$ cat config.mk
export PLATFORM = sky130hd
export DESIGN_NAME = bayer_mosaic_flat
export DESIGN_NICKNAME = d
export VERILOG_FILES = /design/src/rtl/bayer_mosaic_if.sv /design/src/rtl/bayer_mosaic.sv /design/src/flat_wrapper.sv
export SDC_FILE = /design/constraint.sdc
export NUM_CORES = 1
export LEC_CHECK = 0
export ABC_AREA = 0
export CAP_MARGIN = 20
export CORE_MARGIN = 3
export CORE_UTILIZATION = 35
export CTS_CLUSTER_DIAMETER = 80
export DETAILED_ROUTE_END_ITERATION = 12
export PLACE_DENSITY = 0.65
export SLEW_MARGIN = 5
export SYNTH_ARGS = -nofsm -noshare
export SYNTH_HDL_FRONTEND = slang
export SYNTH_SLANG_ARGS = --single-unit
export TNS_END_PERCENT = 50
$ cat constraint.sdc
create_clock -name i_clk -period 6.1 [get_ports i_clk]
set_clock_uncertainty 0.05 [all_clocks]
set_input_delay 1.22 -clock i_clk [delete_from_list [all_inputs] [get_ports i_clk]]
set_output_delay 1.22 -clock i_clk [all_outputs]
set_load 0.01 [all_outputs]
$ cat src/rtl/bayer_mosaic_if.sv
// rtl/bayer_mosaic_if.sv - pixel-in / Bayer-out bus for bayer_mosaic
// The slave side is the mosaic block; the master side is the upstream source and downstream sink.
interface bayer_mosaic_if;
  logic [7:0]  i_r;
  logic [7:0]  i_g;
  logic [7:0]  i_b;
  logic        i_valid;
  logic [7:0]  o_data;
  logic        o_valid;
  logic        o_done;
  logic [31:0] o_x_cnt;
  logic [31:0] o_y_cnt;
  logic [31:0] o_mosaic_cnt;

  modport master (
    output i_r, i_g, i_b, i_valid,
    input  o_data, o_valid, o_done, o_x_cnt, o_y_cnt, o_mosaic_cnt
  );

  modport slave (
    input  i_r, i_g, i_b, i_valid,
    output o_data, o_valid, o_done, o_x_cnt, o_y_cnt, o_mosaic_cnt
  );
endinterface

$ cat src/rtl/bayer_mosaic.sv
// rtl/bayer_mosaic.sv - RGB raster to 8-bit Bayer mosaic with per-frame latched digital gain
// Two-stage free-running pipeline: CFA select, then Q2.6 gain multiply with saturation.
module bayer_mosaic #(
  parameter int         WIDTH       = 1920,
  parameter int         HEIGHT      = 1080,
  parameter logic [1:0] BAYER_PHASE = 2'd0
) (
  input  logic          i_clk,
  input  logic          i_reset,
  input  logic [7:0]    i_gain_r,
  input  logic [7:0]    i_gain_g,
  input  logic [7:0]    i_gain_b,
  bayer_mosaic_if.slave io_pix
);

  localparam logic [31:0] X_LAST     = 32'(WIDTH - 1);
  localparam logic [31:0] Y_LAST     = 32'(HEIGHT - 1);
  localparam logic [31:0] CNT_LAST   = 32'(WIDTH * HEIGHT - 1);
  localparam logic [7:0]  GAIN_UNITY = 8'd64;

  // input-side raster position of the next accepted pixel
  logic [31:0] r_x;
  logic [31:0] r_y;
  logic [31:0] r_cnt;

  logic [7:0]  r_gain_r;
  logic [7:0]  r_gain_g;
  logic [7:0]  r_gain_b;

  logic        w_frame_start;
  logic        w_frame_last;
  logic [7:0]  w_gain_r;
  logic [7:0]  w_gain_g;
  logic [7:0]  w_gain_b;
  logic [1:0]  w_site;
  logic [7:0]  w_comp;
  logic [7:0]  w_gain;

  logic        r_s1_valid;
  logic [7:0]  r_s1_comp;
  logic [7:0]  r_s1_gain;
  logic [31:0] r_s1_x;
  logic [31:0] r_s1_y;
  logic [31:0] r_s1_cnt;
  logic        r_s1_last;

  logic [15:0] w_prod;
  logic [15:0] w_scaled;
  logic [7:0]  w_data;

  logic        r_s2_valid;
  logic [7:0]  r_s2_data;
  logic [31:0] r_s2_x;
  logic [31:0] r_s2_y;
  logic [31:0] r_s2_cnt;
  logic        r_s2_last;

  assign w_frame_start = (r_x == '0) && (r_y == '0);
  assign w_frame_last  = (r_cnt == CNT_LAST);

  // pixel (0,0) uses the gains it captures, not the previous frame's
  assign w_gain_r = w_frame_start ? i_gain_r : r_gain_r;
  assign w_gain_g = w_frame_start ? i_gain_g : r_gain_g;
  assign w_gain_b = w_frame_start ? i_gain_b : r_gain_b;

  assign w_site = {r_y[0], r_x[0]} ^ BAYER_PHASE;

  always_comb begin
    w_comp = io_pix.i_g;
    w_gain = w_gain_g;
    case (w_site)
      2'b01: begin
        w_comp = io_pix.i_b;
        w_gain = w_gain_b;
      end
      2'b10: begin
        w_comp = io_pix.i_r;
        w_gain = w_gain_r;
      end
      default: begin
        w_comp = io_pix.i_g;
        w_gain = w_gain_g;
      end
    endcase
  end

  always_ff @(posedge i_clk) begin
    if (i_reset) begin
      r_x      <= '0;
      r_y      <= '0;
      r_cnt    <= '0;
      r_gain_r <= GAIN_UNITY;
      r_gain_g <= GAIN_UNITY;
      r_gain_b <= GAIN_UNITY;
    end else if (io_pix.i_valid) begin
      if (w_frame_start) begin
        r_gain_r <= i_gain_r;
        r_gain_g <= i_gain_g;
        r_gain_b <= i_gain_b;
      end
      if (r_x == X_LAST) begin
        r_x <= '0;
        r_y <= (r_y == Y_LAST) ? '0 : r_y + 32'd1;
      end else begin
        r_x <= r_x + 32'd1;
      end
      r_cnt <= w_frame_last ? '0 : r_cnt + 32'd1;
    end
  end

  always_ff @(posedge i_clk) begin
    if (i_reset) begin
      r_s1_valid <= 1'b0;
      r_s1_comp  <= '0;
      r_s1_gain  <= '0;
      r_s1_x     <= '0;
      r_s1_y     <= '0;
      r_s1_cnt   <= '0;
      r_s1_last  <= 1'b0;
    end else begin
      r_s1_valid <= io_pix.i_valid;
      if (io_pix.i_valid) begin
        r_s1_comp <= w_comp;
        r_s1_gain <= w_gain;
        r_s1_x    <= r_x;
        r_s1_y    <= r_y;
        r_s1_cnt  <= r_cnt;
        r_s1_last <= w_frame_last;
      end
    end
  end

  // Q2.6 gain: drop six fraction bits, clamp anything above 255
  assign w_prod   = {8'd0, r_s1_comp} * {8'd0, r_s1_gain};
  assign w_scaled = w_prod >> 6;
  assign w_data   = (|w_scaled[15:8]) ? 8'hFF : w_scaled[7:0];

  always_ff @(posedge i_clk) begin
    if (i_reset) begin
      r_s2_valid <= 1'b0;
      r_s2_data  <= '0;
      r_s2_x     <= '0;
      r_s2_y     <= '0;
      r_s2_cnt   <= '0;
      r_s2_last  <= 1'b0;
    end else begin
      r_s2_valid <= r_s1_valid;
      if (r_s1_valid) begin
        r_s2_data <= w_data;
        r_s2_x    <= r_s1_x;
        r_s2_y    <= r_s1_y;
        r_s2_cnt  <= r_s1_cnt;
        r_s2_last <= r_s1_last;
      end
    end
  end

  assign io_pix.o_data       = r_s2_data;
  assign io_pix.o_valid      = r_s2_valid;
  assign io_pix.o_done       = r_s2_valid & r_s2_last;
  assign io_pix.o_x_cnt      = r_s2_x;
  assign io_pix.o_y_cnt      = r_s2_y;
  assign io_pix.o_mosaic_cnt = r_s2_cnt;

endmodule

$ cat src/flat_wrapper.sv
// flat-port wrapper written by rule: the top's interface ports become plain ports
module bayer_mosaic_flat 
#(
  parameter int         WIDTH       = 1920,
  parameter int         HEIGHT      = 1080,
  parameter logic [1:0] BAYER_PHASE = 2'd0
)
  (i_clk, i_reset, i_gain_r, i_gain_g, i_gain_b, io_pix_i_r, io_pix_i_g, io_pix_i_b, io_pix_i_valid, io_pix_o_data, io_pix_o_valid, io_pix_o_done, io_pix_o_x_cnt, io_pix_o_y_cnt, io_pix_o_mosaic_cnt);
  bayer_mosaic_if io_pix_i ();
  input  logic i_clk;
  input  logic i_reset;
  input  logic [7:0] i_gain_r;
  input  logic [7:0] i_gain_g;
  input  logic [7:0] i_gain_b;
  input wire logic [$bits(io_pix_i.i_r)-1:0] io_pix_i_r;
  input wire logic [$bits(io_pix_i.i_g)-1:0] io_pix_i_g;
  input wire logic [$bits(io_pix_i.i_b)-1:0] io_pix_i_b;
  input wire logic [$bits(io_pix_i.i_valid)-1:0] io_pix_i_valid;
  output wire logic [$bits(io_pix_i.o_data)-1:0] io_pix_o_data;
  output wire logic [$bits(io_pix_i.o_valid)-1:0] io_pix_o_valid;
  output wire logic [$bits(io_pix_i.o_done)-1:0] io_pix_o_done;
  output wire logic [$bits(io_pix_i.o_x_cnt)-1:0] io_pix_o_x_cnt;
  output wire logic [$bits(io_pix_i.o_y_cnt)-1:0] io_pix_o_y_cnt;
  output wire logic [$bits(io_pix_i.o_mosaic_cnt)-1:0] io_pix_o_mosaic_cnt;
  assign io_pix_i.i_r = io_pix_i_r;
  assign io_pix_i.i_g = io_pix_i_g;
  assign io_pix_i.i_b = io_pix_i_b;
  assign io_pix_i.i_valid = io_pix_i_valid;
  assign io_pix_o_data = io_pix_i.o_data;
  assign io_pix_o_valid = io_pix_i.o_valid;
  assign io_pix_o_done = io_pix_i.o_done;
  assign io_pix_o_x_cnt = io_pix_i.o_x_cnt;
  assign io_pix_o_y_cnt = io_pix_i.o_y_cnt;
  assign io_pix_o_mosaic_cnt = io_pix_i.o_mosaic_cnt;
  bayer_mosaic #(.WIDTH(WIDTH), .HEIGHT(HEIGHT), .BAYER_PHASE(BAYER_PHASE)) u_core (.i_clk(i_clk), .i_reset(i_reset), .i_gain_r(i_gain_r), .i_gain_g(i_gain_g), .i_gain_b(i_gain_b), .io_pix(io_pix_i));
endmodule
==> results of run 1 <==
[routing by layer]
metal,track usage,up-vias,wire (microns)
met4,0.0408,0,726
met2,0.251,217,16400
met3,0.0351,46,1820
met1,0.205,5424,17000
met5,0,-,0
li1,-,5695,-
[cells by family (layout without fill, tap and decap cells)]
kind of cell,count (synthesis),in the layout,share of synthesized area
compound gates,105,105,0.0438
xor+xnor,86,86,0.0491
fa+ha+maj,75,75,0.0783
buf+inv,140,287,0.0351
flops,340,340,0.444
mux,239,239,0.158
simple gates,632,632,0.192
[state kept, by name (all words and copies together) (netlist names), 8 cells and up]
signal	count
u_core.io_pix.o_data	8
u_core.io_pix.o_mosaic_cnt	32
u_core.io_pix.o_x_cnt	32
u_core.io_pix.o_y_cnt	32
u_core.r_cnt	32
u_core.r_gain_b	8
u_core.r_gain_g	8
u_core.r_gain_r	8
u_core.r_s1_cnt	32
u_core.r_s1_comp	8
u_core.r_s1_gain	8
u_core.r_s1_x	32
u_core.r_s1_y	32
u_core.r_x	32
u_core.r_y	32
[placed cells by master, fill, tap and decap left out, types with 40 or more instances in the layout]
master,instances
inv_1,54
a21oi_1,47
and2_1,56
nor2_1,354
xor2_1,63
nand3_1,43
clkdlybuf4s50_1,154
ha_1,40
nand2_1,50
clkbuf_16,41
mux2i_1,222
dfxtp_1,339
[worst max-delay path, cell delays in order (launching register included)]
cell and delay [ns]:
dfxtp_1 0.46, nand2_1 0.13, fa_1 0.50, fa_1 0.54, inv_1 0.07, fa_1 0.54, inv_1 0.06, fa_1 0.54
inv_1 0.04, ha_1 0.34, a21oi_1 0.19, o221ai_1 0.14, o21a_1 0.23, a311o_1 0.41, o31ai_1 0.25, mux2i_1 0.60
a211oi_1 0.17
[area by class of cell]
class / count / area, sq um
Timing Repair Buffer: 165 / 1650
Clock buffer: 55 / 1120
Fill cell: 4204 / 24500
Inverter: 54 / 203
Clock inverter: 13 / 150
Tap cell: 585 / 732
Sequential cell: 340 / 6810
Multi-Input combinational cell: 1137 / 8000
[power groups by stage]
stage	Clock [W]	Combinational, W	Sequential, W
floorplan	0	0.000227	0.00232
global placement	0	0.000308	0.00233
detailed placement	0	0.000312	0.00233
CTS	0.00239	0.000315	0.00229
global route	0.00247	0.000345	0.00229
finish	0.00231	0.000311	0.00229
[metrics by stage]
stage	setup slack [ns]	hold slack, ns	total power, W	cell area, sq um	utilization
6_report	0.682	0.413	0.00490	18700	0.432
2_1_floorplan	1.18	0.381	0.00254	15300	-
3_3_place_gp	0.847	0.390	0.00264	17400	0.402
3_5_place_dp	0.641	0.404	0.00265	17400	0.402
4_1_cts	0.637	0.417	0.00499	18600	0.432
5_1_grt	0.364	0.455	0.00511	18700	0.432
[path summary, 6_finish.rpt]
| path | from | to | slack, ns |
|---|---|---|---|
| max | u_core.r_s1_gain[6] | u_core.io_pix.o_data[0] | 0.68 |
| min | u_core.r_gain_g[6] | u_core.r_gain_g[6] | 0.41 |
| max reg2reg | u_core.r_s1_gain[6] | u_core.io_pix.o_data[0] | 0.68 |
| min reg2reg | u_core.r_gain_g[6] | u_core.r_gain_g[6] | 0.41 |
==> flow_metrics.tcl, run 1 <==
set metrics [dict create \
    status "completed" \
    power_frac_comb 0.063 \
    grt.total_usage 0.153 \
    port_buffers 156 \
    vdd.ir_drop.worst_mv 0.188 \
    endpoint_kind "flip-flop" \
    drv_slew 0 \
    diodes 0 \
    cts_tree "done" \
    p_switching_w 0.00111 \
    cts_resized 0 \
    floorplan.core_area_sq_mm 0.0432 \
    cts.path.max_buffers 3 \
    ctsHoldBuffers 0 \
    grt_first_pass_wirelength_mm 59.0 \
    synthCells 1617 \
    rsz0062_at_grt "no" \
    cts_sinks 340 \
    finalNonFillerCells 2349 \
    drc 0 \
    rr_worst_depth 16 \
    hold_viol 0 \
    timing.final.crit_period_ns 5.42 \
    vias_per_cell 4.85 \
    drive_above_1_share 0.0493 \
    wire_per_inst_microns 15.3 \
    area_growth_pct 21.6 \
    nets 1863 \
    power.share.switching 0.226 \
    die_area_sq_mm 0.0464 \
    dr.pass1.iters 5 \
    yosysWarnings 0 \
    drt_iter0_drc 575 \
    antenna_found_initial 0 \
    setup.worst_path.class "reg -> reg" \
    cp_max_fo 9 \
    yosys_register_bits 340 \
    grt_pass1_vias 11300 \
    vias 11400 \
    synth.most_common_cell "nor2_1" \
    fin_setup_tns_ns 0 \
    synth_cell_type_count 50 \
    seqPwrFrac 0.466 \
    placed_cells 2279 \
    arrival_ns 5.75 \
    die_x_microns 215 \
    powerDensity_mw_per_mm2 263 \
    yosysSeqAreaShare 0.444 \
    die_h_microns 215 \
    clkPwrFrac 0.470 \
    syn_avg_cell_area_sq_um 9.49 \
    cap_violations 0 \
    num_rows 76 \
    place_congestion 0.833 \
    tightest_slew_ns 0.989 \
    ant_nets 0 \
    netlist_area_sq_mm 0.0153 \
    wirelength_mm 36.0 \
    cts_made_buffers 39 \
    synth_flop_cell "dfxtp_1" \
    yosysTopAreaCellShare 0.444 \
    cts_root_buf "clkbuf_16" \
    yosys-top-cells-count "354 x nor2_1, 340 x dfxtp_1, 222 x mux2i_1, 68 x clkbuf_1, 63 x xor2_1" \
    insertion_delay_ns 0.53 \
    clock.fmax_mhz 185 \
    intPower_w 0.00380 \
    setup_viol 0 \
    max-slew-margin-rel 0.334 \
    place_hpwl_mm 24.7 \
    min_path_cells 1 \
    post_cts_buffers 0 \
    htreeDepth 2 \
    overflow 0 \
    grt_max_degree 110 \
    ios 157 \
    startpoint_type "flip-flop" \
    synth-edff-count 0 \
    hold_path_class "reg -> reg" \
    synthTopCellsByArea "dfxtp_1 44%, mux2i_1 14%, nor2_1 8.7%" \
    start_util 0.355 \
    clkTransAtPathRegs_ns 0.06 \
    synth_fp_nets 1743 \
    synth.largest_area_cell "dfxtp_1" \
    async_flop_share 0 \
    post-route-period-util 0.888 \
    crit_required_ns 6.43 \
    leakage_nw 7.57 \
]
Power figures use the tool's default switching activity.
==> run 2, diff against run 1 <==
--- a/config.mk
+++ b/config.mk
@@ -9,8 +9,8 @@
 export CAP_MARGIN = 20
 export CORE_MARGIN = 3
 export CORE_UTILIZATION = 35
-export CTS_CLUSTER_DIAMETER = 80
 export DETAILED_ROUTE_END_ITERATION = 12
+export GPL_TIMING_DRIVEN = 0
 export PLACE_DENSITY = 0.65
 export SLEW_MARGIN = 5
 export SYNTH_ARGS = -nofsm -noshare
==> flow_metrics.tcl, run 2 (same netlist as run 1, synthesis figures left out) <==
set metrics [dict create \
    status "completed" \
    endpoint_kind "flip-flop" \
    setup_viol 0 \
    setup.worst_path.class "reg -> reg" \
    drc 0 \
    post-route-period-util 0.903 \
    regToRegSetupSlack_ns 0.59 \
    reg2reg_from "u_core.r_s1_gain[6]" \
    overflow 0 \
    grt.total_usage 0.171 \
    drt_iter0_drc 511 \
    htreeDepth 2 \
    die_h_microns 215 \
    vias_per_cell 4.88 \
    timing.final.crit_period_ns 5.51 \
    cap_violations 0 \
    cp_max_fo 9 \
    whs_ns 0.413 \
    die_x_microns 215 \
    arrival_ns 5.84 \
    crit_required_ns 6.43 \
    dr.pass1.iters 5 \
    cts_tree "done" \
    post_cts_buffers 0 \
    insertion_delay_ns 0.55 \
    cts_sinks 340 \
    layout_common_cells "354 x nor2_1, 340 x dfxtp_1, 221 x mux2i_1, 154 x clkdlybuf4s50_1, 75 x clkbuf_1" \
    grt_max_degree 14 \
    min_path_cells 1 \
    clkPwrFrac 0.472 \
    rr_worst_depth 16 \
    min_to "u_core.r_gain_r[6]" \
    ios 157 \
    r2r-end "u_core.io_pix.o_data[0]" \
    stdcell_area_sq_mm 0.0189 \
    wirelength_mm 39.8 \
    drive_above_1_share 0.0456 \
    start_util 0.355 \
    cts_resized 0 \
    ant_nets 0 \
    vias 11800 \
    powerDensity_mw_per_mm2 263 \
    cts.path.max_buffers 3 \
    seqPwrFrac 0.459 \
    area_growth_pct 23.3 \
    cts_root_buf "clkbuf_16" \
    leakage_nw 7.63 \
    rsz0062_at_grt "no" \
    fin_setup_tns_ns 0 \
    intPower_w 0.00377 \
    hold_viol 0 \
    tightest_slew_ns 0.946 \
    nets 1940 \
    clkTransAtPathRegs_ns 0.06 \
    port_buffers 154 \
    power_frac_comb 0.069 \
    holdCritStartpoint "u_core.r_gain_r[6]" \
    place_congestion 0.827 \
    hold_path_class "reg -> reg" \
    vdd.ir_drop.worst_mv 0.195 \
    floorplan.core_area_sq_mm 0.0432 \
    clock.fmax_mhz 181 \
    ctsHoldBuffers 0 \
    max-slew-margin-rel 0.370 \
    startpoint_type "flip-flop" \
    dpl_cell_area_sq_mm 0.0176 \
    fill_cells 4190 \
    drv_slew 0 \
    cts_made_buffers 40 \
    power.share.switching 0.240 \
    place_hpwl_mm 29.2 \
    die_area_sq_mm 0.0464 \
    diodes 0 \
    fin_util 0.438 \
    grt_first_pass_wirelength_mm 64.2 \
    antenna_found_initial 0 \
    num_rows 76 \
    final_common_cell "nor2_1" \
    grt_pass1_vias 12000 \
    p_switching_w 0.00119 \
    wire_per_inst_microns 16.4 \
]
run 2: changes by cell type in the layout (fill, tap and decap cells not counted), sizes merged:
cell      delta
bufinv       -1
clkbuf      +64
inv          +1
clkinvlp     +2
buf          +9
clkinv       +2
run 2: worst max-delay path: stages (launching register included):
cell	delay [ns]
dfxtp_1	0.51
nand2_1	0.13
fa_1	0.50
fa_1	0.56
inv_1	0.06
fa_1	0.53
inv_1	0.05
fa_1	0.52
inv_1	0.04
ha_1	0.33
a21oi_1	0.16
o221ai_1	0.14
o21a_1	0.26
a311o_1	0.43
o31ai_1	0.33
mux2i_2	0.59
a211oi_1	0.15
run 2: worst max path at each step:
stage	cells after the start	start	to
after detailed placement	16	u_core.r_s1_gain[6]	u_core.io_pix.o_data[5]
after global placement	16	u_core.r_s1_gain[6]	u_core.io_pix.o_data[0]
after floorplan	16	u_core.r_s1_gain[7]	u_core.io_pix.o_data[0]
final	16	u_core.r_s1_gain[6]	u_core.io_pix.o_data[0]
after global routing	16	u_core.r_s1_gain[6]	u_core.io_pix.o_data[5]
after CTS	16	u_core.r_s1_gain[6]	u_core.io_pix.o_data[0]
run 2: power groups by stage:
stage	clock network, W	registers [W]	logic [W]
floorplan	0	0.00232	0.000227
detailed placement	0	0.00233	0.000346
global placement	0	0.00233	0.000341
finish	0.00234	0.00228	0.000344
CTS	0.00241	0.00228	0.000348
global route	0.00249	0.00228	0.000380
run 2: final cells by class:
type / instances / area (sq um) / area share
Buffer: 86 / 335 / 0.0177
Clock buffer: 52 / 1110 / 0.0585
Clock inverter: 17 / 171 / 0.00906
Inverter: 54 / 203 / 0.0107
Multi-Input combinational cell: 1137 / 8010 / 0.423
Sequential cell: 340 / 6810 / 0.360
Tap cell: 585 / 732 / 0.0387
Timing Repair Buffer: 155 / 1560 / 0.0823
run 2: metal layers:
metal,vias up,part of all wire,global-route usage
li1,5861,-,-
met1,5675,0.46,0.226
met2,242,0.46,0.279
met3,60,0.052,0.0394
met4,0,0.028,0.0524
met5,-,0,0
run 2: through the flow:
step	worst slack, ns	total power [W]	instances
5_1_grt	0.222	0.00515	2426
6_report	0.589	0.00497	2426
3_3_place_gp	0.471	0.00267	2356
4_1_cts	0.409	0.00503	2426
2_1_floorplan	1.18	0.00254	1617
3_5_place_dp	0.410	0.00267	2357
==> run 3, diff against run 2 <==
--- a/config.mk
+++ b/config.mk
@@ -7,11 +7,13 @@
 export LEC_CHECK = 0
 export ABC_AREA = 0
 export CAP_MARGIN = 20
+export CELL_PAD_IN_SITES_DETAIL_PLACEMENT = 1
+export CELL_PAD_IN_SITES_GLOBAL_PLACEMENT = 1
 export CORE_MARGIN = 3
 export CORE_UTILIZATION = 35
 export DETAILED_ROUTE_END_ITERATION = 12
 export GPL_TIMING_DRIVEN = 0
-export PLACE_DENSITY = 0.65
+export PLACE_DENSITY = 0.77
 export SLEW_MARGIN = 5
 export SYNTH_ARGS = -nofsm -noshare
 export SYNTH_HDL_FRONTEND = slang
==> flow_metrics.tcl, run 3 (same netlist as run 1, synthesis figures left out) <==
set metrics [dict create \
    setup_viol 0 \
    ctsHoldBuffers 0 \
    place_hpwl_mm 32.1 \
    cts_made_buffers 40 \
    cts_sinks 340 \
    drt_iter0_drc 438 \
    powerDensity_mw_per_mm2 263 \
    htreeDepth 2 \
    startpoint_type "flip-flop" \
    port_buffers 154 \
    vias 12100 \
    cts_tree "done" \
    place_congestion 0.793 \
    diodes 0 \
    cap_violations 0 \
    nets 1939 \
    timing.final.crit_period_ns 5.75 \
    clkTransAtPathRegs_ns 0.06 \
    worstSetupStartpoint "u_core.r_s1_gain[6]" \
    holdCritStartpoint "u_core.r_gain_b[6]" \
    grt_pass1_vias 13200 \
    cts_root_buf "clkbuf_16" \
    rsz0062_at_grt "no" \
    hold_path_class "reg -> reg" \
    dr.pass1.iters 5 \
    die_x_microns 215 \
    floorplan.core_area_sq_mm 0.0432 \
    tightest_slew_ns 1.02 \
    endpoint_kind "flip-flop" \
    wirelength_mm 43.8 \
    grt_max_degree 13 \
    status "completed" \
    dp_slack_ns 0.160 \
    grt_first_pass_wirelength_mm 71.1 \
    vdd.ir_drop.worst_mv 0.156 \
    setup.worst_path.class "reg -> reg" \
    insertion_delay_ns 0.54 \
    fin_setup_tns_ns 0 \
    die_area_sq_mm 0.0464 \
    num_rows 76 \
    final_common_cell "nor2_1" \
    clock.fmax_mhz 174 \
    reg2reg_from "u_core.r_s1_gain[6]" \
    vias_per_cell 4.98 \
    drv_slew 0 \
    start_util 0.355 \
    setup_slack_ns 0.347 \
    ios 157 \
    overflow 0 \
    leakage_nw 7.61 \
    ant_nets 0 \
    drive_above_1_share 0.0413 \
    arrival_ns 6.08 \
    cp_max_fo 9 \
    cts_resized 0 \
    max-slew-margin-rel 0.317 \
    crit_required_ns 6.43 \
    area_growth_pct 23.0 \
    cts.path.max_buffers 3 \
    antenna_found_initial 0 \
    wire_per_inst_microns 18.1 \
    post_cts_buffers 0 \
    drc 0 \
    hold_viol 0 \
    die_h_microns 215 \
    layout_common_cells "354 x nor2_1, 340 x dfxtp_1, 221 x mux2i_1, 154 x clkdlybuf4s50_1, 80 x clkbuf_1" \
    grt.total_usage 0.189 \
    post-route-period-util 0.943 \
]
## run 3: cell count changes in the layout (fill, tap and decap cells not counted)
| cell | delta |
|---|---|
| clkinvlp_4 | -3 |
| bufinv_16 | +1 |
| inv_6 | -1 |
| clkbuf_8 | -1 |
| buf_8 | -1 |
| inv_16 | -1 |
| clkinv_2 | -2 |
| clkbuf_1 | +5 |
## run 3: metal layers
metal / share of wire / wire length, microns / GRT usage / vias to the layer above
met5: 0 / 0 / 0 / -
li1: - / - / - / 5839
met1: 0.45 / 19900 / 0.242 / 5969
met3: 0.040 / 1760 / 0.0296 / 59
met4: 0.024 / 1030 / 0.0575 / 0
met2: 0.48 / 21200 / 0.329 / 210
## run 3: power by group
group	switching (W)	leakage, nW	total [W]	internal (W)
Combinational	0.000199	4.25	0.000350	0.000151
Clock	0.000930	0.617	0.00233	0.00140
Sequential	0.0000339	2.75	0.00228	0.00225
Total	0.00116	7.61	0.00496	0.00379
## run 3: layout make-up
type / instances / area, sq um
tap: 585 / 732
fill: 4969 / 24300
buffer: 86 / 335
inverter: 54 / 203
multi-input combinational: 1137 / 8010
timing repair buffer: 154 / 1540
clock inverter: 11 / 140
clock buffer: 56 / 1110
sequential: 340 / 6810
## run 3: final timing paths
path | slack [ns] | depth (start not counted) | end
worst min-delay path | 0.41 | 1 | u_core.r_gain_b[6]
worst max register to register | 0.35 | 16 | u_core.io_pix.o_data[3]
worst max-delay path | 0.35 | 16 | u_core.io_pix.o_data[3]
worst min register to register | 0.41 | 1 | u_core.r_gain_b[6]
## run 3: metrics by stage
stage | hold WS, ns | util | cells | power [W] | area, sq um
after floorplan | 0.381 | - | 1617 | 0.00254 | 15300
after global placement | 0.389 | 0.408 | 2356 | 0.00267 | 17600
after detailed placement | 0.405 | 0.408 | 2356 | 0.00268 | 17600
after CTS | 0.419 | 0.437 | 2423 | 0.00503 | 18900
after global routing | 0.434 | 0.437 | 2423 | 0.00516 | 18900
final | 0.415 | 0.437 | 2423 | 0.00496 | 18900
## run 3: worst max-delay path, stage by stage, from the launching register on
cell and delay (ns):
dfxtp_1 0.52, nand2_1 0.13, fa_1 0.51, fa_1 0.57, inv_1 0.06, fa_1 0.52, inv_1 0.06, fa_1 0.54
inv_1 0.05, ha_1 0.34, a21oi_1 0.17, o221ai_1 0.14, o21a_1 0.26, a311o_1 0.42, o31ai_1 0.44, mux2i_2 0.64
a211oi_1 0.16
==> patch: new RTL, config.mk and constraints of run 1 <==
Add an input register stage for `i_gain_r`, `i_gain_g` and `i_gain_b`; this delays them by one clock. The other inputs are not delayed to match.
--- a/src/rtl/bayer_mosaic.sv
+++ b/src/rtl/bayer_mosaic.sv
@@ -18,4 +18,14 @@
   localparam logic [31:0] CNT_LAST   = 32'(WIDTH * HEIGHT - 1);
   localparam logic [7:0]  GAIN_UNITY = 8'd64;
+
+  logic [7:0] i_gain_r_q;
+  logic [7:0] i_gain_g_q;
+  logic [7:0] i_gain_b_q;
+
+  always_ff @(posedge i_clk) begin
+    i_gain_r_q <= i_gain_r;
+    i_gain_g_q <= i_gain_g;
+    i_gain_b_q <= i_gain_b;
+  end
 
   // input-side raster position of the next accepted pixel
@@ -60,7 +70,7 @@
 
   // pixel (0,0) uses the gains it captures, not the previous frame's
-  assign w_gain_r = w_frame_start ? i_gain_r : r_gain_r;
-  assign w_gain_g = w_frame_start ? i_gain_g : r_gain_g;
-  assign w_gain_b = w_frame_start ? i_gain_b : r_gain_b;
+  assign w_gain_r = w_frame_start ? i_gain_r_q : r_gain_r;
+  assign w_gain_g = w_frame_start ? i_gain_g_q : r_gain_g;
+  assign w_gain_b = w_frame_start ? i_gain_b_q : r_gain_b;
 
   assign w_site = {r_y[0], r_x[0]} ^ BAYER_PHASE;
@@ -95,7 +105,7 @@
     end else if (io_pix.i_valid) begin
       if (w_frame_start) begin
-        r_gain_r <= i_gain_r;
-        r_gain_g <= i_gain_g;
-        r_gain_b <= i_gain_b;
+        r_gain_r <= i_gain_r_q;
+        r_gain_g <= i_gain_g_q;
+        r_gain_b <= i_gain_b_q;
       end
       if (r_x == X_LAST) begin
Behaviour: not the same (Yosys sat finds a counterexample within 4 cycles, from zero or initial values and one cycle with i_reset high).
==> patch against run 1 <==
  * Die area grew 2.8%
  * Clock power rose by 12%
  * Wire length grew 0.13%
  * Sequential cell count grew 24
  * Area after synthesis up 2.9%
  * Power rose by 8.9%
  * Setup slack improved by 0.089 ns
  * Count of clock-buffer cells in the layout up 1
  * Sequential power rose by 7%
  * Cell area rose by 3.3%
  * Critical endpoint is now u_core.io_pix.o_data[4]$_SDFFE_PP0P_
  * Largest cell class unchanged
  * Largest power group unchanged
==> patch: results (changes against run 1) <==
- Avg Cell Area, Syn: 9.63 µm² (+1.4%)
- CTS Buf Count: 42 (+7.7%)
- Synth Net Count: 1766 (+1.3%)
- Status: completed
- R2r setup slk: 0.77 ns (+0.09 ns)
- HPWL after DPL: 24.5 mm (-0.62%)
- Clk_lat worst skew: 0.56 ns (+0.03 ns)
- Synth warn: 0 (unchanged)
- Min-delay worst type: reg2reg
- Reg area: 0.00729 mm² (+7.1%)
- Reg2reg path depth: 14 (-2)
- Nets: 1892 (+1.6%)
- Final WL: 36.0 mm (+0.13%)
- Fillcell total: 4270 (+1.6%)
- Post-synth cell types: 51 (+2.0%)
- Register area share after synthesis: 0.462 (+0.0181)
- LEAKAGE: 7.85 nW (+3.7%)
- GRT Overall Usage: 0.152 (-0.00121)
- Rel. slew slack: 0.297 (-0.0375)
- Fraction of layout cells with a size suffix above 1: 0.0612 (+0.0119)
- GPL Wtd Cong: 0.804 (-3.4%)
- Commonest register cell after synthesis: dfxtp_1
- First-pass DRT Iterations: 4 (-1)
- Area contributors post-synth: dfxtp_1 (46%), mux2i_1 (14%), nor2_1 (8.4%)
- P_sw: 1.20 mW (+8.2%)
- Placed Cells incl. Taps: 2313 (+1.5%)
- Vias in the first global route: 11700 (+3.5%)
[patch: final cells by class]
class / count / share of cell area
Sequential cell: 364 / 0.378
Tap cell: 592 / 0.0384
Inverter: 51 / 0.00993
Multi-Input combinational cell: 1141 / 0.413
Clock buffer: 56 / 0.0620
Timing Repair Buffer: 166 / 0.0862
Clock inverter: 19 / 0.0127
[patch: metrics by stage]
step | setup WS, ns | hold slack [ns] | power (mW)
6_report | 0.771 | 0.407 | 5.34
5_1_grt | 0.348 | 0.441 | 5.56
4_1_cts | 0.736 | 0.412 | 5.42
3_5_place_dp | 0.754 | 0.399 | 2.80
3_3_place_gp | 0.912 | 0.389 | 2.79
2_1_floorplan | 1.40 | 0.381 | 2.70
[patch: per-layer routing]
layer  GRT usage  part of all wire  wire, µm  up-vias
li1            -                 -         -     5790
met3      0.0295             0.047      1690       59
met2       0.252              0.46     16600      193
met1       0.199              0.47     16900     5440
met5           0                 0         0        -
met4      0.0500             0.024       850        0
[patch: cells by family after synthesis]
group / Yosys count / synth area share
and+or+nand+nor: 646 / 0.189
DFF: 364 / 0.462
muxes: 241 / 0.154
buffers and inverters: 135 / 0.0343
AOI/OAI and AO/OA: 94 / 0.0380
xor gates and xnor gates: 85 / 0.0472
adders and majority gates: 75 / 0.0761
[patch: final timing paths]
kind | start | end
hold / removal | u_core.r_gain_g[6]$_SDFFE_PP1P_ | u_core.r_gain_g[6]$_SDFFE_PP1P_
hold reg to reg | u_core.r_gain_g[6]$_SDFFE_PP1P_ | u_core.r_gain_g[6]$_SDFFE_PP1P_
setup / recovery | u_core.r_s1_comp[1]$_SDFFE_PP0P_ | u_core.io_pix.o_data[4]$_SDFFE_PP0P_
setup reg to reg | u_core.r_s1_comp[1]$_SDFFE_PP0P_ | u_core.io_pix.o_data[4]$_SDFFE_PP0P_
[patch: power groups by stage]
| stage | clock network [mW] | logic, mW | registers, mW |
|---|---|---|---|
| 4_1_cts | 2.68 | 0.293 | 2.46 |
| 3_5_place_dp | 0 | 0.291 | 2.51 |
| 3_3_place_gp | 0 | 0.287 | 2.51 |
| 2_1_floorplan | 0 | 0.212 | 2.49 |
| 6_report | 2.59 | 0.289 | 2.46 |
| 5_1_grt | 2.78 | 0.321 | 2.46 |
[patch: worst max-delay path: stages (launching register included)]
cell	delay, ns
dfxtp_1	0.49
nand2_1	0.12
fa_1	0.50
fa_1	0.55
inv_1	0.07
fa_1	0.53
inv_1	0.05
fa_1	0.52
inv_1	0.04
ha_1	0.21
o311ai_0	0.69
o21ai_0	0.32
o31ai_1	0.32
mux2i_1	0.56
a211oi_1	0.15
